==> src/rtl/inst_fetch_pkg.sv <==
// Shared CPU-side definitions for the instruction fetch stage:
// fetch FSM encoding, fetch buffer geometry and the buffered entry layout.
package inst_fetch_pkg;

  typedef enum logic [1:0] {
    FETCH_IDLE = 2'd0,
    FETCH_REQ  = 2'd1,
    FETCH_DROP = 2'd2
  } fetch_state_t;

  localparam int FETCH_BUF_DEPTH = 2;
  localparam int FETCH_CNT_W     = $clog2(FETCH_BUF_DEPTH + 1);

  typedef struct packed {
    logic [31:0] inst;
    logic [29:0] pc;
    logic        fault;
  } fetch_entry_t;

  localparam int FETCH_ENTRY_W = $bits(fetch_entry_t);

  // A new request may only be issued while the buffer can still absorb its response.
  function automatic logic has_room(input logic [FETCH_CNT_W-1:0] cnt);
    return cnt < FETCH_CNT_W'(FETCH_BUF_DEPTH);
  endfunction

endpackage

==> src/rtl/inst_fetch_buf.sv <==
// Small circular FIFO used as the fetch buffer; head entry is visible
// combinationally and reads as zero while the buffer is empty.
module fetch_buf #(
  parameter int WIDTH = 8,
  parameter int DEPTH = 2,
  localparam int PTR_W = (DEPTH > 1) ? $clog2(DEPTH) : 1,
  localparam int CNT_W = $clog2(DEPTH + 1)
) (
  input  logic             clk,
  input  logic             reset_n,
  input  logic             push,
  input  logic             pop,
  input  logic             clear,
  input  logic [WIDTH-1:0] wr_data,
  output logic [CNT_W-1:0] count,
  output logic [CNT_W-1:0] count_next,
  output logic [WIDTH-1:0] head_data
);

  logic [WIDTH-1:0] mem [DEPTH];
  logic [PTR_W-1:0] wr_ptr;
  logic [PTR_W-1:0] rd_ptr;
  logic             do_push;
  logic             do_pop;

  function automatic logic [PTR_W-1:0] bump(input logic [PTR_W-1:0] ptr);
    return (ptr == PTR_W'(DEPTH - 1)) ? '0 : ptr + 1'b1;
  endfunction

  // Clear wins over everything else in the same cycle, including a pop.
  assign do_pop  = pop & ~clear & (count != '0);
  assign do_push = push & ~clear & ((count != CNT_W'(DEPTH)) | do_pop);

  always_comb begin
    count_next = count;
    if (clear) begin
      count_next = '0;
    end else begin
      count_next = count + CNT_W'(do_push) - CNT_W'(do_pop);
    end
  end

  always_ff @(posedge clk or negedge reset_n) begin
    if (!reset_n) begin
      wr_ptr <= '0;
      rd_ptr <= '0;
      count  <= '0;
    end else if (clear) begin
      wr_ptr <= '0;
      rd_ptr <= '0;
      count  <= '0;
    end else begin
      if (do_push) begin
        wr_ptr <= bump(wr_ptr);
      end
      if (do_pop) begin
        rd_ptr <= bump(rd_ptr);
      end
      count <= count_next;
    end
  end

  always_ff @(posedge clk) begin
    if (do_push) begin
      mem[wr_ptr] <= wr_data;
    end
  end

  assign head_data = (count != '0) ? mem[rd_ptr] : '0;

endmodule

==> src/rtl/inst_fetch.sv <==
// Instruction fetch stage: issues one outstanding bus read at a time, buffers
// responses for decode and discards in-flight reads across a redirect.
module inst_fetch
  import inst_fetch_pkg::*;
(
  input  logic        clk,
  input  logic        reset_n,
  input  logic [29:0] pc_in,
  output logic        pc_adv,
  input  logic        flush,
  output logic        ibus_req,
  output logic [29:0] ibus_addr,
  input  logic        ibus_ack,
  input  logic [31:0] ibus_rdata,
  input  logic        ibus_err,
  output logic        id_valid,
  input  logic        id_ready,
  output logic [31:0] id_inst,
  output logic [29:0] id_pc,
  output logic        id_fault
);

  fetch_state_t           state;
  logic [29:0]            addr_q;
  logic                   push;
  logic                   pop;
  logic [FETCH_CNT_W-1:0] count;
  logic [FETCH_CNT_W-1:0] count_next;
  fetch_entry_t           push_entry;
  fetch_entry_t           head_entry;

  assign push       = (state == FETCH_REQ) & ibus_ack & ~flush;
  assign pop        = id_valid & id_ready;
  assign pc_adv     = push;
  assign push_entry = '{inst: ibus_rdata, pc: pc_in, fault: ibus_err};

  fetch_buf #(
    .WIDTH (FETCH_ENTRY_W),
    .DEPTH (FETCH_BUF_DEPTH)
  ) u_buf (
    .clk        (clk),
    .reset_n    (reset_n),
    .push       (push),
    .pop        (pop),
    .clear      (flush),
    .wr_data    (push_entry),
    .count      (count),
    .count_next (count_next),
    .head_data  (head_entry)
  );

  // A redirect with a read still pending parks in DROP so the bus keeps a
  // stable request until the stale response arrives and can be thrown away.
  always_ff @(posedge clk or negedge reset_n) begin
    if (!reset_n) begin
      state    <= FETCH_IDLE;
      ibus_req <= 1'b0;
      addr_q   <= '0;
    end else begin
      case (state)
        FETCH_REQ: begin
          addr_q <= pc_in;
          if (flush && !ibus_ack) begin
            state    <= FETCH_DROP;
            ibus_req <= 1'b1;
          end else if (flush || has_room(count_next)) begin
            state    <= FETCH_REQ;
            ibus_req <= 1'b1;
          end else begin
            state    <= FETCH_IDLE;
            ibus_req <= 1'b0;
          end
        end
        FETCH_DROP: begin
          ibus_req <= 1'b1;
          if (ibus_ack) begin
            state <= FETCH_REQ;
          end
        end
        default: begin
          if (flush || has_room(count_next)) begin
            state    <= FETCH_REQ;
            ibus_req <= 1'b1;
          end else begin
            state    <= FETCH_IDLE;
            ibus_req <= 1'b0;
          end
        end
      endcase
    end
  end

  assign ibus_addr = (state == FETCH_DROP) ? addr_q : pc_in;

  assign id_valid = (count != '0);
  assign id_inst  = head_entry.inst;
  assign id_pc    = head_entry.pc;
  assign id_fault = head_entry.fault;

endmodule

==> config.mk <==
export PLATFORM = sky130hd
export DESIGN_NAME = inst_fetch
export DESIGN_NICKNAME = d
export VERILOG_FILES = /design/src/rtl/inst_fetch_pkg.sv /design/src/rtl/inst_fetch_buf.sv /design/src/rtl/inst_fetch.sv
export SDC_FILE = /design/constraint.sdc
export NUM_CORES = 1
export LEC_CHECK = 0
export ABC_AREA = 1
export CORE_MARGIN = 5
export CORE_UTILIZATION = 49
export DETAILED_ROUTE_END_ITERATION = 10
export GPL_ROUTABILITY_DRIVEN = 0
export GPL_TIMING_DRIVEN = 0
export PLACE_DENSITY = 0.79
export SYNTH_ARGS = -nofsm -noshare
export SYNTH_HDL_FRONTEND = slang
export SYNTH_SLANG_ARGS = --single-unit
==> constraint.sdc <==
create_clock -name clk -period 5.9 [get_ports clk]
set_input_delay 0.59 -clock clk [delete_from_list [all_inputs] [get_ports clk]]
set_output_delay 0.59 -clock clk [all_outputs]
set_load 0.01 [all_outputs]
==> results_dict.tcl <==
set metrics [dict create \
    drive_gt1_share_pct 8.228 \
    busiest_layer "met2" \
    tightest_slew_ps 888.3 \
    synth_seq_cells 163 \
    outcome "complete, no violations" \
    path_cells "inv_1 -> ha_1 -> buf_2 -> buf_2 -> nor2_1 -> a21oi_1 -> clkdlybuf4s50_1" \
    rsz0062_at_grt "no" \
    h-tree-depth 4 \
    setup_viol 0 \
    cpMostUsedCell "buf_2" \
    crit_fanout 10 \
    die_w_um 126.3 \
    synth_edf_count 126 \
    cts_tree "done" \
    syn_nets 664 \
    yosys_warnings 0 \
    critPathSlowestCell "clkdlybuf4s50_1" \
    finalCritPeriodShare_pct 50.59 \
    ys.flop_type "edfxtp_1" \
    max_cap_violations 0 \
    vias_per_cell 5.154 \
    first_pass_iters 5 \
    grt_max_degree 41 \
    use_met3_pct 6.389 \
    arrival_ps 2400 \
    path_delay_family "buffers and inverters" \
    clk_pin_slew_ps 60 \
    core_mm2 0.01324 \
    clockBufferDepth 2 \
    drt_iter0_markers 383 \
    met2_usage_pct 32.58 \
    drtAntennaViolNets 0 \
    placed_cells 934 \
    syn_area_per_cell_um2 11.20 \
    synth_cells 592 \
    timing.hold.ws_ps 297.0 \
    worstSetupStartpointType "flop" \
    antenna_found_initial 0 \
    final_cells 966 \
    insertion_delay_ps 420 \
    slew_headroom_pct 40.78 \
    hold_path_class "in -> async" \
    use_met1_pct 26.56 \
    yosysMostFrequentCell "nand2_1" \
    finalHoldViolations 0 \
    async_reset_ff_share_pct 22.70 \
    ys_types 22 \
    critPathKind "reg -> out" \
    ctsHoldBuffers 0 \
    cp_slowest_stage_delay_ps 590 \
    grt_first_pass_wirelength_mm 25.36 \
    cts.repair.resized 0 \
    synthTopCellsByCount "nand2_1 (167), edfxtp_1 (126), a21oi_1 (94)" \
    die_h_um 126.3 \
    initial_core_util_pct 50.06 \
    netlist_area_mm2 0.006629 \
    areaGrowthSynthToFinish_pct 37.24 \
    required_ps 5310 \
    pin_count 164 \
    cts.sinks 163 \
    slew_violations 0 \
    cts_setup_buffers 0 \
    grt_usage_pct 20.47 \
    grt_overflow 0 \
    ys_top_cells_by_area "edfxtp_1 (57%), dfrtp_1 (14%), nand2_1 (9.5%)" \
    cts_root_buffer "clkbuf_16" \
    ir_drop_mv 0.2027 \
    io_buffers 163 \
    synth.yosys.seq_area_share_pct 71.05 \
    drc 0 \
    finalWirelength_mm 16.10 \
    finalCriticalPeriod_ps 2985 \
    place_hpwl_mm 11.30 \
    skew_ps 6.234 \
    power.static_leakage_uw 0.003518 \
    p_per_area_mw_per_mm2 407.5 \
    path_buf_inv 4 \
    vias 4979 \
    cts_inserted_buffers 17 \
    die_area_mm2 0.01595 \
    crit_path_end_kind "output pin" \
    synth_top_area_share_pct 57.08 \
    antenna-diode-count 0 \
    reg2reg_slack_ps 3540 \
    post-synth-top-area-cell "edfxtp_1" \
    final_nets 849 \
    grt_pass1_vias 5027 \
    tns_ps 0 \
    timing.fmax_mhz 335.0 \
    fp-row-count 42 \
    wl_per_cell_um 16.66 \
]
-- routing by layer --
metal,wire length (µm),share of wire [%]
met1,6656,41
met2,7605,47
met3,1567,9.7
met4,269,1.7
met5,0,0
-- layout by cell type, fill, tap and decap left out --
| cell | Yosys | routed |
|---|---|---|
| clkinv_2 | 0 | 3 |
| clkbuf_16 | 0 | 17 |
| dfrtp_1 | 37 | 37 |
| edfxtp_1 | 126 | 126 |
| nor2_1 | 35 | 34 |
| o211ai_1 | 2 | 2 |
| nand3b_1 | 1 | 1 |
| buf_4 | 3 | 3 |
| clkbuf_8 | 0 | 2 |
| clkbuf_1 | 15 | 17 |
| buf_2 | 11 | 12 |
| ha_1 | 4 | 4 |
| nand2_1 | 167 | 167 |
| nand3_2 | 2 | 2 |
| clkdlybuf4s50_1 | 0 | 162 |
| nor2_4 | 0 | 1 |
| buf_6 | 5 | 5 |
| clkinvlp_4 | 0 | 4 |
| nor3_4 | 1 | 1 |
| bufinv_16 | 0 | 1 |
| buf_12 | 0 | 2 |
| inv_2 | 6 | 7 |
| buf_16 | 0 | 1 |
| inv_1 | 42 | 41 |
| nor3_1 | 4 | 4 |
| nor2_2 | 2 | 2 |
| nand3_1 | 1 | 1 |
| o21ai_0 | 31 | 31 |
| a21oi_1 | 94 | 94 |
| clkinv_1 | 0 | 3 |
| nand2_2 | 2 | 2 |
| nand4_1 | 1 | 1 |
-- final timing paths --
path                             from          endpoint  cells past startpoint
setup / recovery             state[0]      ibus_addr[0]                      7
hold reg to reg            addr_q[25]        addr_q[25]                      2
setup reg to reg             state[1]  u_buf.mem[0][38]                     10
hold / removal                reset_n         addr_q[4]                      1
max in group asynchronous     reset_n        addr_q[25]                      1
min in group clk           addr_q[25]        addr_q[25]                      2
-- state kept, by name (all words and copies together), names as in the netlist --
register	cells
addr_q	30
u_buf.wr_ptr	1
u_buf.mem	126
state	2
ibus_req	1
u_buf.count	2
u_buf.rd_ptr	1
-- where the power goes --
group	internal [µW]	switching [µW]	leakage [µW]	total (µW)
Sequential	1440	55.5	0.00160	1500
Combinational	511	692	0.00166	1200
Clock	595	412	0.000257	1010
-- cell type report --
cell class	count	area, µm²
Sequential cell	163	4710
Fill cell	970	4145
Timing Repair Buffer	166	1694
Multi-Input combinational cell	347	1556
Clock buffer	21	460.4
Tap cell	176	220.2
Buffer	34	190.2
Inverter	48	180.2
Clock inverter	11	86.33
-- cells by family after synthesis --
group           count (synthesis)  share of synthesized area, %
fa+ha+maj                       4                        0.7550
buf+inv                        82                         5.587
compound gates                127                         9.664
flops                         163                         71.05
simple gates                  216                         12.95
-- metrics by stage --
step                utilization [%]  setup WS (ps)  power (µW)  area [µm²]
floorplan                         -           1717        2139        6629
global placement              64.04         -265.3        2677        8481
detailed placement            64.57           3074        2729        8551
CTS                           68.70           2887        3739        9097
global route                  68.70           2771        3915        9097
finish                        68.70           2915        3708        9097
(Power assumes the default switching activity.)
